<file path="config.mk">
export PLATFORM = sky130hd
export DESIGN_NAME = result_argmax_stage
export DESIGN_NICKNAME = d
export VERILOG_FILES = /design/src/rtl/nn_pkg.sv /design/src/rtl/result_argmax_stage_rise_detect.sv /design/src/rtl/result_argmax_stage.sv
export SDC_FILE = /design/constraint.sdc
export NUM_CORES = 1
export LEC_CHECK = 0
export CAP_MARGIN = 30
export CORE_MARGIN = 4
export CORE_UTILIZATION = 40
export CTS_CLUSTER_SIZE = 12
export DETAILED_ROUTE_END_ITERATION = 10
export MAX_ROUTING_LAYER = met4
export PLACE_DENSITY_LB_ADDON = 0.05
export SYNTH_ARGS = -nofsm -noshare
export SYNTH_HDL_FRONTEND = slang
export SYNTH_SLANG_ARGS = --single-unit
</file>
<file path="constraint.sdc">
create_clock -name clk -period 3.3 [get_ports clk]
set_input_delay 0.66 -clock clk [delete_from_list [all_inputs] [get_ports clk]]
set_output_delay 0.66 -clock clk [all_outputs]
set_load 0.01 [all_outputs]
</file>
<file path="src/rtl/nn_pkg.sv">
// Shared constants for the network result path: word sizes, unit count and
// the argmax stage state encoding.
package nn_pkg;

    localparam int DATA_W  = 32;
    localparam int N_UNITS = 4;
    localparam int IDX_W   = 2;
    localparam int CNT_W   = 8;

    localparam logic [1:0] ST_IDLE = 2'd0;
    localparam logic [1:0] ST_SCAN = 2'd1;
    localparam logic [1:0] ST_HOLD = 2'd2;

    // Signed strict greater-than over the full word width.
    function automatic logic signed_gt(input logic [DATA_W-1:0] a,
                                       input logic [DATA_W-1:0] b);
        return $signed(a) > $signed(b);
    endfunction

endpackage

</file>
<file path="src/rtl/result_argmax_stage_rise_detect.sv">
// Rising-edge detector for a level input. The history flop resets to 1 so a
// level already high when reset is released does not look like an edge.
module rise_detect (
    input  logic clk,
    input  logic reset,
    input  logic level,
    output logic rise
);

    logic prev_q;
    logic prev_d;

    always_comb begin
        prev_d = level;
    end

    always_ff @(posedge clk) begin
        if (reset) begin
            prev_q <= 1'b1;
        end else begin
            prev_q <= prev_d;
        end
    end

    assign rise = level & ~prev_q;

endmodule

</file>
<file path="src/rtl/result_argmax_stage.sv">
// Snapshots four unit outputs on each rising edge of layer_done, scans them
// one per cycle for the signed maximum and offers the result via valid/ready.
module result_argmax_stage
    import nn_pkg::*;
(
    input  logic              clk,
    input  logic              reset,
    input  logic              layer_done,
    input  logic [DATA_W-1:0] unit_out0,
    input  logic [DATA_W-1:0] unit_out1,
    input  logic [DATA_W-1:0] unit_out2,
    input  logic [DATA_W-1:0] unit_out3,
    input  logic              res_ready,
    output logic              res_valid,
    output logic [IDX_W-1:0]  res_class,
    output logic [DATA_W-1:0] res_value,
    output logic              res_tie,
    output logic              busy,
    output logic [CNT_W-1:0]  drop_count
);

    localparam logic [IDX_W:0] LAST_IDX = (IDX_W+1)'(N_UNITS - 1);

    // Handshake: a result transfers on any rising clk edge where res_valid
    // and res_ready are both high; res_class/value/tie hold while res_valid.
    logic              done_rise;

    logic [1:0]        state_q,     state_d;
    logic [DATA_W-1:0] snap_q [N_UNITS];
    logic [DATA_W-1:0] snap_d [N_UNITS];
    logic [IDX_W-1:0]  best_idx_q,  best_idx_d;
    logic [DATA_W-1:0] best_val_q,  best_val_d;
    logic              tie_q,       tie_d;
    logic [IDX_W:0]    scan_idx_q,  scan_idx_d;
    logic              res_valid_q, res_valid_d;
    logic [IDX_W-1:0]  res_class_q, res_class_d;
    logic [DATA_W-1:0] res_value_q, res_value_d;
    logic              res_tie_q,   res_tie_d;
    logic [CNT_W-1:0]  drop_q,      drop_d;

    logic [DATA_W-1:0] cand;

    rise_detect u_rise_detect (
        .clk   (clk),
        .reset (reset),
        .level (layer_done),
        .rise  (done_rise)
    );

    always_comb begin
        state_d     = state_q;
        snap_d      = snap_q;
        best_idx_d  = best_idx_q;
        best_val_d  = best_val_q;
        tie_d       = tie_q;
        scan_idx_d  = scan_idx_q;
        res_valid_d = res_valid_q;
        res_class_d = res_class_q;
        res_value_d = res_value_q;
        res_tie_d   = res_tie_q;
        drop_d      = drop_q;
        cand        = snap_q[scan_idx_q[IDX_W-1:0]];

        case (state_q)
            ST_IDLE: begin
                if (done_rise) begin
                    snap_d[0]  = unit_out0;
                    snap_d[1]  = unit_out1;
                    snap_d[2]  = unit_out2;
                    snap_d[3]  = unit_out3;
                    best_idx_d = '0;
                    best_val_d = unit_out0;
                    tie_d      = 1'b0;
                    scan_idx_d = (IDX_W+1)'(1);
                    state_d    = ST_SCAN;
                end
            end
            ST_SCAN: begin
                // Strict compare keeps the lowest index on equal values.
                if (signed_gt(cand, best_val_q)) begin
                    best_idx_d = scan_idx_q[IDX_W-1:0];
                    best_val_d = cand;
                    tie_d      = 1'b0;
                end else if (cand == best_val_q) begin
                    tie_d = 1'b1;
                end
                if (scan_idx_q == LAST_IDX) begin
                    res_class_d = best_idx_d;
                    res_value_d = best_val_d;
                    res_tie_d   = tie_d;
                    res_valid_d = 1'b1;
                    state_d     = ST_HOLD;
                end else begin
                    scan_idx_d = scan_idx_q + (IDX_W+1)'(1);
                end
            end
            ST_HOLD: begin
                if (res_valid_q && res_ready) begin
                    res_valid_d = 1'b0;
                    state_d     = ST_IDLE;
                end
            end
            default: begin
                state_d     = ST_IDLE;
                res_valid_d = 1'b0;
            end
        endcase

        // Any edge outside IDLE is lost, including one during the handshake.
        if (done_rise && (state_q != ST_IDLE) && (drop_q != {CNT_W{1'b1}})) begin
            drop_d = drop_q + CNT_W'(1);
        end
    end

    always_ff @(posedge clk) begin
        if (reset) begin
            state_q     <= ST_IDLE;
            for (int i = 0; i < N_UNITS; i++) begin
                snap_q[i] <= '0;
            end
            best_idx_q  <= '0;
            best_val_q  <= '0;
            tie_q       <= 1'b0;
            scan_idx_q  <= '0;
            res_valid_q <= 1'b0;
            res_class_q <= '0;
            res_value_q <= '0;
            res_tie_q   <= 1'b0;
            drop_q      <= '0;
        end else begin
            state_q     <= state_d;
            snap_q      <= snap_d;
            best_idx_q  <= best_idx_d;
            best_val_q  <= best_val_d;
            tie_q       <= tie_d;
            scan_idx_q  <= scan_idx_d;
            res_valid_q <= res_valid_d;
            res_class_q <= res_class_d;
            res_value_q <= res_value_d;
            res_tie_q   <= res_tie_d;
            drop_q      <= drop_d;
        end
    end

    assign res_valid  = res_valid_q;
    assign res_class  = res_class_q;
    assign res_value  = res_value_q;
    assign res_tie    = res_tie_q;
    assign busy       = (state_q != ST_IDLE);
    assign drop_count = drop_q;

endmodule

</file>
==> results of run 1 <==
cell type report:
cell class / count / area (sq um)
fillers: 2211 / 10420
multi-input cells: 776 / 5144
flip-flops and latches: 213 / 4269
repair buffers: 232 / 2404
clock buffers: 36 / 716.9
well taps: 319 / 399.1
inverters: 36 / 135.1
clock inverters: 6 / 60.06
power by group through the flow:
| stage | clock network (W) | logic [W] | registers [W] |
|---|---|---|---|
| 2_1_floorplan | 0 | 0.000424 | 0.00273 |
| 3_3_place_gp | 0 | 0.000760 | 0.00275 |
| 3_5_place_dp | 0 | 0.000765 | 0.00275 |
| 4_1_cts | 0.00268 | 0.000777 | 0.00269 |
| 5_1_grt | 0.00278 | 0.000923 | 0.00270 |
| 6_report | 0.00261 | 0.000840 | 0.00270 |
worst paths after layout:
check | slack, ns | to | cells past startpoint | startpoint
worst max-delay path | 0.01 | best_val_q[10]$_SDFFE_PP0P_ | 13 | scan_idx_q[0]$_SDFFE_PP0P_
worst min-delay path | 0.45 | snap_q[57]$_SDFFE_PP0P_ | 2 | snap_q[57]$_SDFFE_PP0P_
worst max register to register | 0.01 | best_val_q[10]$_SDFFE_PP0P_ | 13 | scan_idx_q[0]$_SDFFE_PP0P_
worst min register to register | 0.45 | snap_q[57]$_SDFFE_PP0P_ | 2 | snap_q[57]$_SDFFE_PP0P_
kinds of logic (layout without fill, tap and decap cells):
logic type | count (synthesis) | in the layout | synth area share
compound gates | 263 | 263 | 0.1847
flops | 213 | 213 | 0.4443
mux | 36 | 36 | 0.07940
xor+xnor | 5 | 5 | 0.004563
simple gates | 437 | 437 | 0.1887
buf+inv | 116 | 310 | 0.05267
fa+ha+maj | 35 | 35 | 0.04563
cell usage after synthesis (2+ instances only):
library cell / n
nand2_1: 301
or3_1: 3
clkbuf_1: 55
or2_2: 4
dfxtp_1: 213
a221o_2: 17
mux2i_1: 3
nor3_2: 2
o21ai_0: 7
nand4_1: 10
nand2b_1: 5
buf_4: 3
mux4_2: 32
a21oi_1: 175
o221a_2: 34
nor3_1: 6
a21o_1: 2
ha_1: 35
nand3_1: 6
nor2_1: 85
buf_6: 6
inv_1: 36
buf_2: 11
xor2_1: 4
and4_1: 2
buf_1: 5
nand3b_1: 4
a221o_1: 15
a211oi_1: 2
layer usage:
metal	up-vias	track usage	share of wire
li1	4207	-	-
met2	182	0.3062	0.45
met3	40	0.02860	0.046
met4	0	0.04499	0.021
met1	3968	0.2840	0.48
met5	-	-	0
stage by stage:
stage	util	worst slack (ns)	cell area (sq um)	total power [W]	cells
finish	0.5576	0.01215	13130	0.006151	1618
global route	0.5576	-0.1283	13130	0.006406	1618
CTS	0.5407	0.001355	12730	0.006148	1610
detailed placement	0.5069	-0.1190	11930	0.003513	1568
global placement	0.5069	-0.09341	11930	0.003507	1568
floorplan	-	0.02886	9602	0.003156	1105
worst max-delay path: cells and delay by family (launching register included):
family	cells	cell delay [ns]
mux	1	0.56
compound gates	5	1.02
fa+ha+maj	1	0.14
simple gates	2	0.46
flops	1	0.46
buf+inv	4	0.59
state kept, by name, indices dropped and copies added (netlist names):
signal / count
best_idx_q: 2
best_val_q: 32
drop_count: 8
res_class: 2
res_tie: 1
res_valid: 1
res_value: 32
scan_idx_q: 3
snap_q: 128
state_q: 2
tie_q: 1
u_rise_detect.prev_q: 1
timing repair:
action                     in CTS  in global routing
resized for setup               5                 40
setup buffers                   0                  6
setup endpoints to repair      68                 68
cloned                          0                  2
pin swaps                       2                  4
==> summary.txt, run 1 <==
RSZ-0062 raised after global routing: yes
Drt pass-1 iters: 7
Hpwl dp: 18480 microns
Slew Limit Fails: 0
Ys async rst share: 0
Yosys cell types: 51
CP Capture Type: flop
Clk pwr share: 0.425
Clock Latency Late Sink: 0.52 ns
Final Hold Viols: 0
Die H: 162.9 microns
Max-Cap Viols: 0
Total Wirelength: 26980 microns
Initial antenna violation count: 0
Die area: 26530 sq um
P_sw: 0.001497 W
Htree depth: 1
Worst-path cell chain: buf_8 -> buf_4 -> mux4_2 -> inv_2 -> ha_4 -> nor2b_4 -> o211ai_2 -> a2111oi_4 -> o311a_1 -> or3_4 -> a31oi_4 -> buf_12 -> a221o_1
Synth warn: 0
Largest net degree at the start of global routing: 131
Final Net Count: 1450
Number of synthesized flops with an enable pin: 0
Clock skew: 0.01438 ns
GPL Wtd Cong: 0.8012
First-pass GRT wire length: 42580 microns
Yosys top cell area share: 0.4443
Worst-case clock buffer depth: 3
Ports: 177
Largest stage delay on the critical path: 0.56 ns
Setup TNS: 0 ns
DRT iter0 DRCs: 457
Area growth syn-to-layout: 36.79%
Worst Setup Path Type: reg2reg
Top FF cell, synth: dfxtp_1
Port Buffer Count: 176
WHS: 0.4489 ns
Worst slew pin tran: 0.7104 ns
Num CTS Buffers: 24
Worst setup SP type: flop
Min-delay worst type: reg2reg
CTS root buffer: clkbuf_16
Avg WL per Cell: 16.68 microns
Critical path arrival: 3.73 ns
DR vias: 8397
Share of layout cells above drive strength 1: 0.1763
Most common cell after layout, fill and taps aside: nand2_1
Slowest CP cell: mux4_2
Register area share after synthesis: 0.4443
CTS clk-pin slew, worst paths: 0.06 ns
Global route overflow: 0
Clock tree from TritonCTS: built
Final Cycle Share: 0.9963
DRC violations left: 0
Cell Rows: 56
Syn_area_per_cell: 8.685 sq um
Status: complete, no violations
Antenna fix cells: 0
Final Setup Violations: 0
Mapped cell area: 9597 sq um
Max Freq: 304.2 MHz
Largest cells by area after synthesis: dfxtp_1, nand2_1, a21oi_1
Most frequent cells in the layout: nand2_1, dfxtp_1, clkdlybuf4s50_1
CTS Hold Bufs: 0
Syn nets: 1272
Core ar.: 23540 sq um
Cell count after synthesis: 1105
Clock Sinks: 213
Die Width: 162.9 microns
Leak pwr: 4.654 nW
PwrDens: 468.6 nW/um^2
Pint: 0.004654 W
Critical Path Fanout Max: 22
Combinational share of power: 0.137
Starting density of the core: 0.4076
Vias/cell: 5.190
Minimum clock period: 3.288 ns
Req. time, crit path: 3.75 ns
Sw frac: 0.2434
Sequential power share: 0.438
Max VDD drop: 0.0002795 V
Post-synthesis register bit count: 213
DRT antenna net count: 0
GRT Overall Usage: 0.2003
Vias in the first global route: 8036
Max-slew headroom: 0.5264
Yosys top cell by area: dfxtp_1
(Power assumes the default switching activity.)
==> inputs of run 2 (changes only) <==
--- a/config.mk
+++ b/config.mk
@@ -8,6 +8,8 @@
 export CAP_MARGIN = 30
 export CORE_MARGIN = 4
 export CORE_UTILIZATION = 40
+export CTS_BUF_LIST = sky130_fd_sc_hd__clkbuf_16
+export CTS_CLUSTER_DIAMETER = 120
 export CTS_CLUSTER_SIZE = 12
 export DETAILED_ROUTE_END_ITERATION = 10
 export MAX_ROUTING_LAYER = met4
==> run 2 against run 1 <==
Effect of this change:
- clock-buffer cell count fell by 15
- routed wire length rose by 0.34%
- largest cell class unchanged
- highest routed layer unchanged
- sequential share of layout area rose by 0.57 points
- critical path type unchanged
==> summary.txt, run 2 (same netlist as run 1, synthesis figures left out) <==
Worst-case clock buffer depth: 3 (unchanged)
Placed Cells: 1568 (unchanged)
Status: complete, no violations
Antenna fix cells: 0 (unchanged)
First-pass GRT wire length: 42480 microns (-0.24%)
Htree depth: 1 (unchanged)
Max FFs per register: 128 (unchanged)
Worst setup SP type: flop
Max-slew headroom: 0.5295 (+0.003082)
Cell Rows: 56 (unchanged)
Minimum clock period: 3.295 ns (+0.006690 ns)
Drt pass-1 iters: 5 (-2)
Vias/cell: 5.206 (+0.32%)
Slew Limit Fails: 0 (unchanged)
Worst-path cell chain: buf_8 -> buf_4 -> mux4_2 -> inv_2 -> ha_4 -> nor2b_4 -> o211ai_2 -> a2111oi_4 -> o311a_1 -> or3_4 -> a31oi_4 -> buf_12 -> a221o_1
CP Capture Type: flop
Critical Path Fanout Max: 22 (unchanged)
Largest net degree at the start of global routing: 131 (unchanged)
RSZ-0062 raised after global routing: yes
CTS root buffer: clkbuf_16
Port Buffer Count: 176 (unchanged)
Num CTS Buffers: 21 (-13%)
DR vias: 8335 (-0.74%)
Die H: 162.9 microns (unchanged)
Reg-to-Reg Start: scan_idx_q[0]$_SDFFE_PP0P_
Total power: 0.005591 W (-9.1%)
Hpwl dp: 18480 microns (unchanged)
Hold Path Origin: snap_q[57]$_SDFFE_PP0P_
Die Width: 162.9 microns (unchanged)
Final Hold Viols: 0 (unchanged)
Die area: 26530 sq um (unchanged)
Largest stage delay on the critical path: 0.56 ns (about the same)
Biggest register: snap_q
Clock tree from TritonCTS: built
Core ar.: 23540 sq um (unchanged)
Worst r2r path cells: 13 (unchanged)
Design area: 12900 sq um (-1.7%)
DRT iter0 DRCs: 494 (+8.1%)
Worst Setup Path Type: reg2reg
Hold-critical path depth: 2 (unchanged)
Share of layout cells above drive strength 1: 0.1677 (-0.008583)
GPL Wtd Cong: 0.8012 (unchanged)
DRC violations left: 0 (unchanged)
Final Setup Violations: 0 (unchanged)
Area after DPL: 11930 sq um (unchanged)
Req. time, crit path: 3.74 ns (about the same)
Starting density of the core: 0.4076 (unchanged)
CTS clk-pin slew, worst paths: 0.06 ns (about the same)
Max VDD drop: 0.0002730 V (-2.3%)
Global route overflow: 0 (unchanged)
Leak pwr: 4.568 nW (-1.9%)
Clock skew: 0.009046 ns (-0.005334 ns)
DRT antenna net count: 0 (unchanged)
CP bufs+invs: 4 (unchanged)
Max-Cap Viols: 0 (unchanged)
Fin cells: 1601 (-1.1%)
Clock Latency Late Sink: 0.50 ns (-0.02 ns)
Worst slew pin tran: 0.7058 ns (-0.004623 ns)
Min-delay worst type: reg2reg
Most frequent cells in the layout: nand2_1, dfxtp_1, clkdlybuf4s50_1
Setup TNS: 0 ns (unchanged)
Slowest CP cell: mux4_2
Cell family contributing the most delay on the critical path: compound AO/OA/AOI/OAI gates
Area growth syn-to-layout: 34.43%
# fillers: 2225 (+0.63%)
Hold Crit Endpoint: snap_q[57]$_SDFFE_PP0P_
Max Freq: 303.5 MHz (-0.20%)
Reg2reg setup slack: 0.005 ns (about the same)
Initial antenna violation count: 0 (unchanged)
Ports: 177 (unchanged)
Critical path arrival: 3.73 ns (about the same)
Clock Sinks: 213 (unchanged)
Vias in the first global route: 8017 (-0.24%)
Worst r2r dst: best_val_q[10]$_SDFFE_PP0P_
Final Cycle Share: 0.9983 (+0.002027)
PwrDens: 433.4 nW/um^2 (-7.5%)
Final Net Count: 1450 (unchanged)
GRT Overall Usage: 0.2003 (about the same)
Avg WL per Cell: 16.91 microns (+1.4%)
Most common cell after layout, fill and taps aside: nand2_1
Total Wirelength: 27080 microns (+0.34%)
[run 2: changes by cell type in the layout (fill, tap and decap cells not counted), sizes merged]
cell / before / now
bufinv: 1 / 0
clkbuf: 38 / 24
clkinvlp: 2 / 0
clkinv: 3 / 1
buf: 55 / 57
[run 2: worst register-to-register path: stages (launching register included)]
cell and delay [ns]:
dfxtp_4 0.45, buf_8 0.15, buf_4 0.14, mux4_2 0.56
inv_2 0.10, ha_4 0.14, nor2b_4 0.04, o211ai_2 0.18
a2111oi_4 0.11, o311a_1 0.40, or3_4 0.42, a31oi_4 0.20
buf_12 0.20, a221o_1 0.17
[run 2: power breakdown]
group | switching, W | internal (W)
combinational | 0.000402 | 0.000441
sequential | 0.0000516 | 0.00264
clock | 0.000931 | 0.00112
[run 2: worst max-delay path by stage]
stage | startpoint | endpoint | depth (start not counted)
2_1_floorplan | scan_idx_q[0]$_SDFFE_PP0P_ | best_val_q[14]$_SDFFE_PP0P_ | 11
3_3_place_gp | scan_idx_q[0]$_SDFFE_PP0P_ | best_val_q[28]$_SDFFE_PP0P_ | 11
3_5_place_dp | scan_idx_q[0]$_SDFFE_PP0P_ | best_val_q[28]$_SDFFE_PP0P_ | 11
4_1_cts | scan_idx_q[0]$_SDFFE_PP0P_ | best_val_q[25]$_SDFFE_PP0P_ | 11
5_1_grt | scan_idx_q[0]$_SDFFE_PP0P_ | best_val_q[0]$_SDFFE_PP0P_ | 10
6_report | scan_idx_q[0]$_SDFFE_PP0P_ | best_val_q[10]$_SDFFE_PP0P_ | 13
[run 2: final cells by class]
class                   instances  area [sq um]  share of cell area
repair buffers                235          2447              0.1897
flip-flops and latches        213          4269              0.3309
clock buffers                  21         525.5             0.04073
clock inverters                 1         5.005           0.0003879
inverters                      36         135.1             0.01047
well taps                     319         399.1             0.03094
multi-input cells             776          5120              0.3969
[run 2: timing repair]
action,4_1_cts,5_1_grt
hold buffers,0,0
gates resized for setup,5,37
hold endpoints to repair,0,0
endpoints found under the setup margin,68,68
pin swaps,2,6
buffers inserted,0,8
cloned,0,3
[run 2: metrics by stage]
stage	hold WS, ns	util	setup WS [ns]
after global placement	0.4383	0.5069	-0.09341
after floorplan	0.4331	-	0.02886
after CTS	0.4525	0.5302	0.01400
after global routing	0.4689	0.5480	-0.09855
final	0.4484	0.5480	0.005465
after detailed placement	0.4444	0.5069	-0.1190
[run 2: metal layers]
metal | GRT usage | wire length [microns] | vias to the layer above
li1 | - | - | 4187
met1 | 0.2817 | 12840 | 3941
met2 | 0.3072 | 12410 | 167
met3 | 0.02733 | 1241 | 40
met4 | 0.05032 | 586 | 0
met5 | - | 0 | -
==> inputs of run 3 (changes only) <==
--- a/config.mk
+++ b/config.mk
@@ -13,7 +13,7 @@
 export CTS_CLUSTER_SIZE = 12
 export DETAILED_ROUTE_END_ITERATION = 10
 export MAX_ROUTING_LAYER = met4
-export PLACE_DENSITY_LB_ADDON = 0.05
+export PLACE_DENSITY = 0.68
 export SYNTH_ARGS = -nofsm -noshare
 export SYNTH_HDL_FRONTEND = slang
 export SYNTH_SLANG_ARGS = --single-unit
==> constraint.sdc (replaced) <==
create_clock -name clk -period 3.1 [get_ports clk]
set_input_delay 0.62 -clock clk [delete_from_list [all_inputs] [get_ports clk]]
set_output_delay 0.62 -clock clk [all_outputs]
set_load 0.01 [all_outputs]
==> run 3 against run 2 <==
Effect of this change:
- sequential power increased by 6%
- largest cell class unchanged
- global-route usage increased by 0.058 points
- maximum frequency decreased by 0.82%
- the run now ends with negative setup slack left
- via count up 2.9%
- clock power up 6%
- critical endpoint is now best_val_q[2]$_SDFFE_PP0P_
==> summary.txt, run 3 (same netlist as run 1, synthesis figures left out) <==
Worst Setup Path Type: reg2reg
Max VDD drop: 0.0003145 V (+15%)
Most frequent CP cell: buf_4
Fin util: 0.5506 (+0.002604)
Num CTS Buffers: 21 (unchanged)
Total power: 0.005987 W (+7.1%)
GR Util met3: 0.03417 (+0.006834)
Area occupied by multi-input gates: 5051 sq um (-1.3%)
CTS root buffer: clkbuf_16
Starting density of the core: 0.4076 (unchanged)
Worst setup SP type: flop
Max FFs per register: 128 (unchanged)
Crit path from: scan_idx_q[0]$_SDFFE_PP0P_
GR Util met1: 0.2624 (-0.01923)
Minimum clock period: 3.322 ns (+0.02728 ns)
Max-Cap Viols: 0 (unchanged)
Avg WL per Cell: 16.51 microns (-2.4%)
Min-delay worst type: reg2reg
RSZ-0062 raised after global routing: yes
Htree depth: 1 (unchanged)
Worst r2r path cells: 12 (-1)
CP Capture Type: flop
Clock Sinks: 213 (unchanged)
Req. time, crit path: 3.53 ns (-0.21 ns)
Most common cell after layout, fill and taps aside: nand2_1
Worst-path cell chain: buf_6 -> mux4_2 -> ha_1 -> nand4_1 -> buf_4 -> a2111oi_2 -> buf_4 -> o311a_4 -> or3_4 -> a31oi_4 -> buf_12 -> a221o_1
Max Freq: 301.0 MHz (-0.82%)
Final Cycle Share: 1.072 (+0.07321)
Clock tree from TritonCTS: built
Area growth syn-to-layout: 35.07%
# fillers: 2160 (-2.9%)
PwrDens: 461.9 nW/um^2 (+6.6%)
CTS Hold Bufs: 0 (unchanged)
Reg2reg setup slack: -0.22 ns (-0.23 ns)
Reg-to-Reg Start: scan_idx_q[0]$_SDFFE_PP0P_
Biggest register: snap_q
Die area: 26530 sq um (unchanged)
Max-slew headroom: 0.4100 (-0.1194)
Most used routing layer: met2
CTS clk-pin slew, worst paths: 0.06 ns (about the same)
Initial antenna violation count: 0 (unchanged)
GPL Wtd Cong: 0.8606 (+7.4%)
Final Hold Viols: 0 (unchanged)
Die Width: 162.9 microns (unchanged)
Slowest CP cell: mux4_2
Clock Latency Late Sink: 0.49 ns (about the same)
Vias/cell: 5.283 (+1.5%)
Share of layout cells above drive strength 1: 0.1762 (+0.008539)
Register area: 4269 sq um (unchanged)
Worst slew pin tran: 0.8828 ns (+0.1770 ns)
Pre-CTS setup slack: -0.4105 ns (-0.2915 ns)
Status: complete, but fails checks
First-pass GRT wire length: 43050 microns (+1.3%)
Final Setup Violations: 69 (+69)
Most frequent cells in the layout: nand2_1, dfxtp_1, clkdlybuf4s50_1
Clock skew: 0.008024 ns (-0.001022 ns)
WHS: 0.4516 ns (+0.003123 ns)
Final setup margin: -0.2218 ns (-0.2273 ns)
DRT antenna net count: 0 (unchanged)
Largest net degree at the start of global routing: 113 (-14%)
Drt pass-1 iters: 8 (+3)
Worst-case clock buffer depth: 3 (unchanged)
DRC violations left: 0 (unchanged)
Vias in the first global route: 8485 (+5.8%)
Critical Path Fanout Max: 25 (+14%)
Port Buffer Count: 176 (unchanged)
Antenna fix cells: 0 (unchanged)
Leak pwr: 4.655 nW (+1.9%)
Met2 Resource Use GR: 0.3228 (+0.01566)
Worst Setup EP: best_val_q[2]$_SDFFE_PP0P_
Worst r2r dst: best_val_q[2]$_SDFFE_PP0P_
Failing checks: negative setup slack
Slew Limit Fails: 0 (unchanged)
DRT iter0 DRCs: 538 (+8.9%)
Total Wirelength: 26810 microns (-0.99%)
Final Net Count: 1473 (+1.6%)
Core ar.: 23540 sq um (unchanged)
DR vias: 8580 (+2.9%)
GRT Overall Usage: 0.2009 (+0.0005842)
Critical path arrival: 3.75 ns (+0.02 ns)
Cell Rows: 56 (unchanged)
Global route overflow: 0 (unchanged)
Hpwl dp: 18640 microns (+0.86%)
Largest stage delay on the critical path: 0.52 ns (-0.04 ns)
Ports: 177 (unchanged)
Die H: 162.9 microns (unchanged)
-- run 3: worst min path at each step --
stage                        startpoint                        to  slack (ns)  cells past startpoint
2_1_floorplan   snap_q[32]$_SDFFE_PP0P_   snap_q[32]$_SDFFE_PP0P_        0.43                      2
3_3_place_gp   snap_q[115]$_SDFFE_PP0P_  snap_q[115]$_SDFFE_PP0P_        0.44                      2
3_5_place_dp    snap_q[60]$_SDFFE_PP0P_   snap_q[60]$_SDFFE_PP0P_        0.44                      2
4_1_cts         snap_q[60]$_SDFFE_PP0P_   snap_q[60]$_SDFFE_PP0P_        0.45                      2
5_1_grt         snap_q[60]$_SDFFE_PP0P_   snap_q[60]$_SDFFE_PP0P_        0.46                      2
6_report       snap_q[118]$_SDFFE_PP0P_  snap_q[118]$_SDFFE_PP0P_        0.45                      2
-- run 3: cell type report --
| type | instances | area share |
|---|---|---|
| multi-input cells | 776 | 0.3897 |
| flip-flops and latches | 213 | 0.3293 |
| repair buffers | 258 | 0.1988 |
| clock buffers | 21 | 0.04054 |
| well taps | 319 | 0.03079 |
| inverters | 36 | 0.01042 |
| clock inverters | 1 | 0.0003861 |
-- run 3: what timing repair did --
| item | CTS | global route |
|---|---|---|
| setup buffers | 7 | 4 |
| pin swaps | 4 | 3 |
| endpoints found under the hold margin | 0 | 0 |
| endpoints found under the setup margin | 70 | 70 |
| gates resized for setup | 24 | 10 |
-- run 3: power breakdown --
group / switching [W] / internal [W]
clock network: 0.000972 / 0.00119
logic: 0.000439 / 0.000512
registers: 0.0000558 / 0.00282
-- run 3: per-stage QoR --
| stage | setup TNS (ns) | cells | area [sq um] |
|---|---|---|---|
| final | -13.26 | 1624 | 12960 |
| after global routing | -21.64 | 1624 | 12960 |
| after CTS | -13.99 | 1620 | 12860 |
| after detailed placement | -22.49 | 1591 | 12120 |
| after global placement | -19.93 | 1591 | 12120 |
| after floorplan | 0 | 1105 | 9632 |
-- run 3: metal layers --
metal  routed length [microns]  vias up
li1                          -     4229
met1                     11890     4021
met2                     12610      287
met3                      1632       43
met4                       679        0
met5                         0        -
-- run 3: worst max-delay path: cells and delay by family, from the launching register on --
kind | cells | cell delay, ns
compound gates | 4 | 0.77
buf+inv | 4 | 0.67
simple gates | 2 | 0.55
mux | 1 | 0.52
flops | 1 | 0.42
fa+ha+maj | 1 | 0.33
